===== src/rtl/ahb_sram_ctrl.sv =====
// AHB-Lite slave in front of a single-port byte-writable SRAM wrapper.
// Zero-wait reads, 1-entry write buffer with forwarding, 2-cycle ERROR.
//
// Ports:
//   i_clk, i_rst          clock, synchronous active-high reset
//   i_hsel .. i_hready    AHB-Lite address/data phase inputs
//   o_hreadyout, o_hresp  slave ready, ERROR response
//   o_hrdata              read data (0 outside read data phases)
//   i_sram_q              SRAM read data, valid the cycle after a read strobe
//   o_sram_*              SRAM address, data, active-low strobes and byte enables
module ahb_sram_ctrl #(
    parameter int AW = 16
) (
    input  logic          i_clk,
    input  logic          i_rst,
    input  logic          i_hsel,
    input  logic [AW+1:0] i_haddr,
    input  logic [1:0]    i_htrans,
    input  logic          i_hwrite,
    input  logic [2:0]    i_hsize,
    input  logic [31:0]   i_hwdata,
    input  logic          i_hready,
    output logic          o_hreadyout,
    output logic          o_hresp,
    output logic [31:0]   o_hrdata,
    input  logic [31:0]   i_sram_q,
    output logic [AW-1:0] o_sram_a,
    output logic [31:0]   o_sram_d,
    output logic          o_sram_cen,
    output logic          o_sram_wen,
    output logic [3:0]    o_sram_bwen
);

    typedef enum logic [1:0] {
        S_IDLE = 2'd0,
        S_ERR1 = 2'd1,
        S_ERR2 = 2'd2
    } state_t;

    state_t        r_state;
    state_t        w_state_nxt;

    logic          r_rd_ph;
    logic [AW-1:0] r_rd_addr;
    logic          r_wr_ph;
    logic [AW-1:0] r_wr_addr;
    logic [3:0]    r_wr_be;

    logic          r_buf_valid;
    logic [AW-1:0] r_buf_addr;
    logic [3:0]    r_buf_be;
    logic [31:0]   r_buf_data;

    logic          w_valid;
    logic          w_err;
    logic          w_rd;
    logic          w_wr;
    logic [3:0]    w_be;
    logic          w_wr_go;
    logic          w_drain;
    logic          w_unused;

    // SEQ vs NONSEQ is irrelevant: every beat carries its own address.
    assign w_unused = i_htrans[0];

    // Reset gates new accesses so no SRAM cycle is issued while in reset.
    assign w_valid = ~i_rst & i_hsel & i_hready & i_htrans[1];

    always_comb begin
        w_err = 1'b0;
        w_be  = 4'hF;
        case (i_hsize)
            3'd0: w_be = 4'b0001 << i_haddr[1:0];
            3'd1: begin
                w_be  = i_haddr[1] ? 4'b1100 : 4'b0011;
                w_err = i_haddr[0];
            end
            3'd2: begin
                w_be  = 4'hF;
                w_err = (i_haddr[1:0] != 2'd0);
            end
            default: w_err = 1'b1;
        endcase
    end

    assign w_rd    = w_valid & ~w_err & ~i_hwrite;
    assign w_wr    = w_valid & ~w_err & i_hwrite;
    assign w_wr_go = ~i_rst & r_wr_ph;
    // The buffer only gets the port when nobody else wants it.
    assign w_drain = ~i_rst & r_buf_valid & ~w_rd & ~r_wr_ph;

    // Error FSM: state register
    always_ff @(posedge i_clk) begin
        if (i_rst) begin
            r_state <= S_IDLE;
        end else begin
            r_state <= w_state_nxt;
        end
    end

    // Error FSM: next state; a new bad transfer may start in ERR2
    always_comb begin
        w_state_nxt = r_state;
        case (r_state)
            S_IDLE:  if (w_valid && w_err) w_state_nxt = S_ERR1;
            S_ERR1:  w_state_nxt = S_ERR2;
            S_ERR2:  w_state_nxt = (w_valid && w_err) ? S_ERR1 : S_IDLE;
            default: w_state_nxt = S_IDLE;
        endcase
    end

    // Error FSM: outputs
    always_comb begin
        o_hreadyout = 1'b1;
        o_hresp     = 1'b0;
        case (r_state)
            S_ERR1: begin
                o_hreadyout = 1'b0;
                o_hresp     = 1'b1;
            end
            S_ERR2: o_hresp = 1'b1;
            default: ;
        endcase
    end

    // Data-phase bookkeeping
    always_ff @(posedge i_clk) begin
        if (i_rst) begin
            r_rd_ph   <= 1'b0;
            r_wr_ph   <= 1'b0;
            r_rd_addr <= '0;
            r_wr_addr <= '0;
            r_wr_be   <= '0;
        end else if (i_hready) begin
            r_rd_ph <= w_rd;
            r_wr_ph <= w_wr;
            if (w_rd) r_rd_addr <= i_haddr[AW+1:2];
            if (w_wr) begin
                r_wr_addr <= i_haddr[AW+1:2];
                r_wr_be   <= w_be;
            end
        end
    end

    // Write buffer: parks a write whose data phase collides with a read
    always_ff @(posedge i_clk) begin
        if (i_rst) begin
            r_buf_valid <= 1'b0;
            r_buf_addr  <= '0;
            r_buf_be    <= '0;
            r_buf_data  <= '0;
        end else if (r_wr_ph && w_rd) begin
            r_buf_valid <= 1'b1;
            r_buf_addr  <= r_wr_addr;
            r_buf_be    <= r_wr_be;
            r_buf_data  <= i_hwdata;
        end else if (w_drain) begin
            r_buf_valid <= 1'b0;
        end
    end

    // SRAM port arbitration: read > direct write > buffer drain
    always_comb begin
        o_sram_cen  = 1'b1;
        o_sram_wen  = 1'b1;
        o_sram_bwen = 4'hF;
        o_sram_a    = i_haddr[AW+1:2];
        o_sram_d    = '0;
        if (w_rd) begin
            o_sram_cen = 1'b0;
        end else if (w_wr_go) begin
            o_sram_cen  = 1'b0;
            o_sram_wen  = 1'b0;
            o_sram_a    = r_wr_addr;
            o_sram_d    = i_hwdata;
            o_sram_bwen = ~r_wr_be;
        end else if (w_drain) begin
            o_sram_cen  = 1'b0;
            o_sram_wen  = 1'b0;
            o_sram_a    = r_buf_addr;
            o_sram_d    = r_buf_data;
            o_sram_bwen = ~r_buf_be;
        end
    end

    // Read data with per-byte forwarding from the buffer
    always_comb begin
        o_hrdata = '0;
        if (r_rd_ph) begin
            for (int i = 0; i < 4; i++) begin
                if (r_buf_valid && (r_buf_addr == r_rd_addr) && r_buf_be[i]) begin
                    o_hrdata[8*i +: 8] = r_buf_data[8*i +: 8];
                end else begin
                    o_hrdata[8*i +: 8] = i_sram_q[8*i +: 8];
                end
            end
        end
    end

endmodule


===== config.mk =====
export PLATFORM = sky130hd
export DESIGN_NAME = ahb_sram_ctrl
export DESIGN_NICKNAME = d
export VERILOG_FILES = /design/src/rtl/ahb_sram_ctrl.sv
export SDC_FILE = /design/constraint.sdc
export NUM_CORES = 1
export LEC_CHECK = 0
export ABC_AREA = 0
export CELL_PAD_IN_SITES_DETAIL_PLACEMENT = 1
export CELL_PAD_IN_SITES_GLOBAL_PLACEMENT = 2
export CORE_ASPECT_RATIO = 0.6
export CORE_MARGIN = 3
export CORE_UTILIZATION = 26
export DETAILED_ROUTE_END_ITERATION = 8
export PLACE_DENSITY = 0.92
export REMOVE_ABC_BUFFERS = 1
export SLEW_MARGIN = 10
export SYNTH_ARGS = -nofsm -noshare
export SYNTH_HDL_FRONTEND = slang
export SYNTH_SLANG_ARGS = --single-unit

===== constraint.sdc =====
create_clock -name i_clk -period 3.73 [get_ports i_clk]
set_input_delay 0.746 -clock i_clk [delete_from_list [all_inputs] [get_ports i_clk]]
set_output_delay 0.746 -clock i_clk [all_outputs]
set_load 0.02 [all_outputs]

# --- Word-level counts from Yosys, hierarchy flattened ---
# Index checks and enable logic that the tools add are counted.
word_totals:
  elab_cells: 76
  in_bits: 92
  out_inout_bits: 88
  regBits: 93
op_classes:
  bitwise: 17
  n_eq_ne: 6
  n_shift: 1
  n_mux: 28
  n_reduce_logical: 14
ops:
  columns: ["op", "n"]
  rows:
  - ["$mux W32", 4]
  - ["$mux W16", 3]
  - ["$mux W8", 4]
  - ["$eq A16 B16 Y1", 1]
  - ["$mux W4", 4]
  - ["$and A1 B1 Y1", 10]
  - ["$mux W1", 9]
  - ["$not A4 Y4", 2]
  - ["$pmux W4 S2", 1]
  - ["$logic_and A1 B1 Y1", 7]
  - ["$pmux W2 S3", 1]
  - ["$not A1 Y1", 5]
  - ["$reduce_and A2 Y1", 2]
  - ["$reduce_bool A2 Y1", 2]
  - ["$shl A1 B2 Y4 const A", 1]
  - ["$eq A3 B1 Y1 const B", 1]
  - ["$eq A3 B2 Y1 const B", 1]
  - ["$logic_not A3 Y1", 1]
  - ["$pmux W1 S3", 1]
  - ["$eq A2 B1 Y1 const B", 1]
  - ["$eq A2 B2 Y1 const B", 1]
  - ["$logic_not A2 Y1", 1]
  - ["$mux W2", 1]
  - ["$ne A2 B2 Y1 const B", 1]
  - ["$reduce_or A2 Y1", 1]

# --- Logic depth before layout (Yosys ltp) ---
logic_depth:
  ltp_word: 12
  mapped_depth: 7

# --- Worst setup path after synthesis ---
# No wires, ideal clock.
synth_timing:
  kind: "input to output"
  startpoint: "input port i_hsize[0]"
  endpoint: "output port o_sram_bwen[0]"
  path_buffers: 1
  required_time_ns: 2.984
  t_arrival_ns: 2.341
  slack_ns: 0.643
  cell_stages: 5
  cell_sequence: "or3_4 a2111oi_4 nor2_1 clkbuf_1 a22oi_1"
synth_via:
  elab_chain_len: 11
  elab_cells_between_ends: 13
  classes_between: "eq/ne (2); mux (4); bitwise (6); reduce/logical (1)"
synth_rtl:
  columns: ["element", "line_no", "source"]
  rows:
  - ["start, declared", "20", "input logic [2:0] i_hsize,"]
  - ["$eq A3 B2 Y1, or another cell as far along", "72", "case (i_hsize)"]
  - ["$pmux W1 S3 *", "72", null]
  - ["$not A1 Y1 *", "86", "assign w_rd = w_valid & ~w_err & ~i_hwrite;"]
  - ["$and A1 B1 Y1 * (2 in a row)", "86", null]
  - ["$not A1 Y1", "90", "assign w_drain = ~i_rst & r_buf_valid & ~w_rd & ~r_wr_ph;"]
  - ["$and A1 B1 Y1 (2 in a row)", "90", null]
  - ["$mux W4", "177", "end else if (w_drain) begin"]
  - ["$mux W4", "171", "end else if (w_wr_go) begin"]
  - ["$mux W4 *", "169", "if (w_rd) begin"]
  - ["end, declared", "31", "output logic [3:0] o_sram_bwen"]
# Mark *: on every way between the ends. The rest lies on a longest branch, timed or not.

# --- Final worst setup path ---
layout_timing:
  startpoint: "input port i_hsize[1]"
  endpoint: "output port o_sram_d[8]"
layout_via:
  elab_chain_len: 11
  elab_cells_between_ends: 13
  classes_between: "eq/ne (2); mux (4); bitwise (6); reduce/logical (1)"
layout_rtl:
  columns: ["element", "line_no", "source"]
  rows:
  - ["$eq A3 B2 Y1, or another cell as far along", "72", null]
  - ["$pmux W1 S3 *", "72", null]
  - ["$not A1 Y1 *", "86", null]
  - ["$and A1 B1 Y1 * (2 in a row)", "86", null]
  - ["$not A1 Y1", "90", null]
  - ["$and A1 B1 Y1 (2 in a row)", "90", null]
  - ["$mux W32", "177", null]
  - ["$mux W32", "171", null]
  - ["$mux W32 *", "169", null]
  - ["end, declared", "28", "output logic [31:0] o_sram_d,"]
# Marks and branches as above.

==> run summary <==
Final ANT Viol Nets: 0
Min Hold Slack: 0.470 ns
Register area share after synthesis: 0.384
RSZ-0062 raised after global routing: no
Residual DRC count: 0
Post-Syn Area per Cell: 7.34 um2
Worst vdd ir: 182 uV
Part of the power in registers: 0.464
P&R area growth vs syn: 50.1%
Iteration-0 DRC count of the detailed router: 385
Die ar.: 20400 um2
FMAX: 276 MHz
Num CTS Buffers: 9
R2R Path Start: r_wr_ph$_SDFFE_PP0P_
Worst reg2reg endpoint: r_buf_valid$_SDFFE_PP0P_
Netlist cell types: 33
Worst path top cell family by delay: buffers and inverters
Switch Pwr: 0.000495 W
Worst clock skew: 0.00552 ns
CTS Hold Bufs: 0
Max-slew violations: 0
Final Setup Violations: 0
Int Pwr: 0.00165 W
Root Driver: clkbuf_16
Clk buf depth: 2
Hold path depth: 2
N_diodes: 0
Mapped Cells: 660
Chip Width: 182 um
Initial Utilization: 0.274
Fillers: 2132
Cell Pwr Density: 296 nW/um2
Slowest-stage cell, CP: clkdlybuf4s50_1
Count of flip-flops with a built-in enable after synthesis: 0
Yosys reg bits: 93
CP Launch Type: input port
Critical Path RT: 2.98 ns
Cell Rows: 37
Status: finished, final reports clean
Total number of vias: 5469
Crit path time final: 3.62 ns
Crit path max fanout: 18
Final #Nets: 926
Netlist Area Pre-Place: 4840 um2
Placed cell area: 6980 um2
Post-route cell area: 7270 um2
GRT overflow: 0
I/O Buffers: 178
Fraction of registers with async set or reset after synthesis: 0
Vias per inst: 5.12
Worst setup path endpoint: o_sram_d[8]
Global-route wire length before repair: 32100 um
Dpl cells: 1048
Wirelength, routed: 20700 um
IO Pins: 180
Crit. End Element: output port
Finished Layout Cells: 1068
Largest stage delay, worst path: 0.46 ns
Synth Flop Type: dfxtp_1
Critical-path cell list: clkdlybuf4s50_1, a21o_1, a2111oi_4, clkbuf_16, buf_4, nor2_4, a22o_1, clkdlybuf4s15_1
Comb pwr share: 0.100
Final GP Congestion: 0.816
Max-cap violations: 0
CTS H-tree depth: 3
Initial antenna violation count: 2
Sw Ratio: 0.230
Origin of the worst setup path: i_hsize[1]
TritonCTS clock tree: yes
Pin count of the biggest net entering global routing: 58
Hold Path Class: register to register
TritonCTS Sinks: 93
Yosys warnings: 0
Number of global-route vias before repair: 5685
Final hold violations: 0
Setup Crit Path Kind: input port to output port
Data arrival, critical path: 2.88 ns
Total GRT Usage: 0.197
Die height: 112 um
Clock power frac: 0.436
Worst-margin pin slew: 1.19 ns
P_leak: 2.47 nW
Slew HR: 0.209
Worst skew pair latency: 0.34 ns
First-pass DRT Iterations: 5
Routed length per instance: 19.3 um
Reg2reg setup slack: 2.20 ns
Final period util: 0.971
Fraction of layout cells with a size suffix above 1: 0.108
R2R cell count: 4
CP Buf/Inv Count: 4
Critical Path Stages: 8
Core ar.: 17700 um2
Dpl hpwl: 14400 um
TNS Setup: 0 ns
Clk slew on worst S/H paths: 0.06 ns
sequential cells by signal (all words and copies together) (netlist names):
name	cells
r_buf_addr	16
r_buf_be	4
r_buf_data	32
r_buf_valid	1
r_rd_addr	16
r_rd_ph	1
r_state	2
r_wr_addr	16
r_wr_be	4
r_wr_ph	1
how the worst min path moves through the flow:
stage	to	startpoint	slack, ns
3_3_place_gp	r_rd_addr[2]$_SDFFE_PP0P_	r_rd_addr[2]$_SDFFE_PP0P_	0.45
2_1_floorplan	r_buf_addr[10]$_SDFFE_PP0P_	r_wr_addr[10]$_SDFFE_PP0P_	0.44
4_1_cts	r_rd_addr[2]$_SDFFE_PP0P_	r_rd_addr[2]$_SDFFE_PP0P_	0.47
6_report	r_rd_addr[8]$_SDFFE_PP0P_	r_rd_addr[8]$_SDFFE_PP0P_	0.47
3_5_place_dp	r_rd_addr[2]$_SDFFE_PP0P_	r_rd_addr[2]$_SDFFE_PP0P_	0.46
5_1_grt	r_rd_addr[13]$_SDFFE_PP0P_	r_rd_addr[13]$_SDFFE_PP0P_	0.49
synth_stat cells, types with 10 or more instances:
cell type	n	share of area
a21oi_1	126	0.13
o21ai_0	34	0.035
o2bb2ai_1	10	0.018
nor2_1	17	0.013
nand4_1	33	0.043
clkbuf_1	35	0.027
buf_2	14	0.014
dfxtp_1	93	0.38
nand2_1	174	0.13
a22oi_1	14	0.022
a22o_1	32	0.058
kinds of logic (layout without fill, tap and decap cells):
family,Yosys count,after routing,share of synthesized area
multiplexers,1,1,0.00207
buffers and inverters,64,235,0.0594
XOR/XNOR,16,16,0.0289
AO/OA/AOI/OAI,231,231,0.290
adder cells (fa/ha/maj),5,5,0.0129
AND/OR/NAND/NOR,250,253,0.223
flip-flops,93,93,0.384
placed cells by master, fill, tap and decap left out, drive strengths merged, types with 4 or more instances in the layout:
master and n:
nand2 174, a21oi 126, clkdlybuf4s50 120, dfxtp 93, buf 44, o21ai 34, nand4 33, a22o 32
dlygate4sd2 22, clkdlybuf4s15 20, nor2 20, clkbuf 16, a22oi 14, o2bb2ai 10, xor2 8, xnor2 8
inv 7, nor3 7, o22ai 6, nand3 5, ha 5, a2111oi 5, nand2b 4, and2 4
power groups by stage:
stage	clock, W	sequential (W)	combinational [W]
finish	0.000937	0.000997	0.000215
global route	0.00101	0.000996	0.000233
CTS	0.000962	0.000997	0.000218
detailed placement	0	0.00102	0.000223
global placement	0	0.00102	0.000221
floorplan	0	0.00102	0.0000515
layout make-up:
type | instances | area (um2) | share of cell area
Multi-Input combinational cell | 506 | 2760 | 0.379
Timing Repair Buffer | 212 | 2040 | 0.280
Sequential cell | 93 | 1860 | 0.256
Tap cell | 234 | 293 | 0.0403
Clock buffer | 13 | 250 | 0.0344
Clock inverter | 3 | 45.0 | 0.00620
Inverter | 7 | 26.3 | 0.00361
per-stage QoR:
| step | total power, W | setup slack [ns] | utilization |
|---|---|---|---|
| after CTS | 0.00218 | -0.0917 | 0.411 |
| after global placement | 0.00124 | -0.386 | 0.395 |
| after global routing | 0.00224 | 0.0108 | 0.411 |
| after floorplan | 0.00107 | -0.377 | - |
| after detailed placement | 0.00124 | -0.419 | 0.395 |
| final | 0.00215 | 0.109 | 0.411 |
repair_timing:
action | CTS | global route
gates cloned | 2 | 1
pin swaps | 2 | 2
resized for setup | 121 | 15
setup buffers | 1 | 0
setup endpoints to repair | 54 | 43
worst min-delay path: cells and delay by family, from the launching register on:
kind | cells | cell delay, ns
AOI/OAI and AO/OA | 1 | 0.05
DFF | 1 | 0.32
and+or+nand+nor | 1 | 0.05
metal layers:
metal / global-route usage / routed length (um) / vias up
li1: - / - / 2672
met1: 0.291 / 10500 / 2639
met2: 0.295 / 8850 / 141
met3: 0.0460 / 1180 / 13
met4: 0.0335 / 110 / 4
met5: 0 / 27 / -
(Power assumes the default switching activity.)
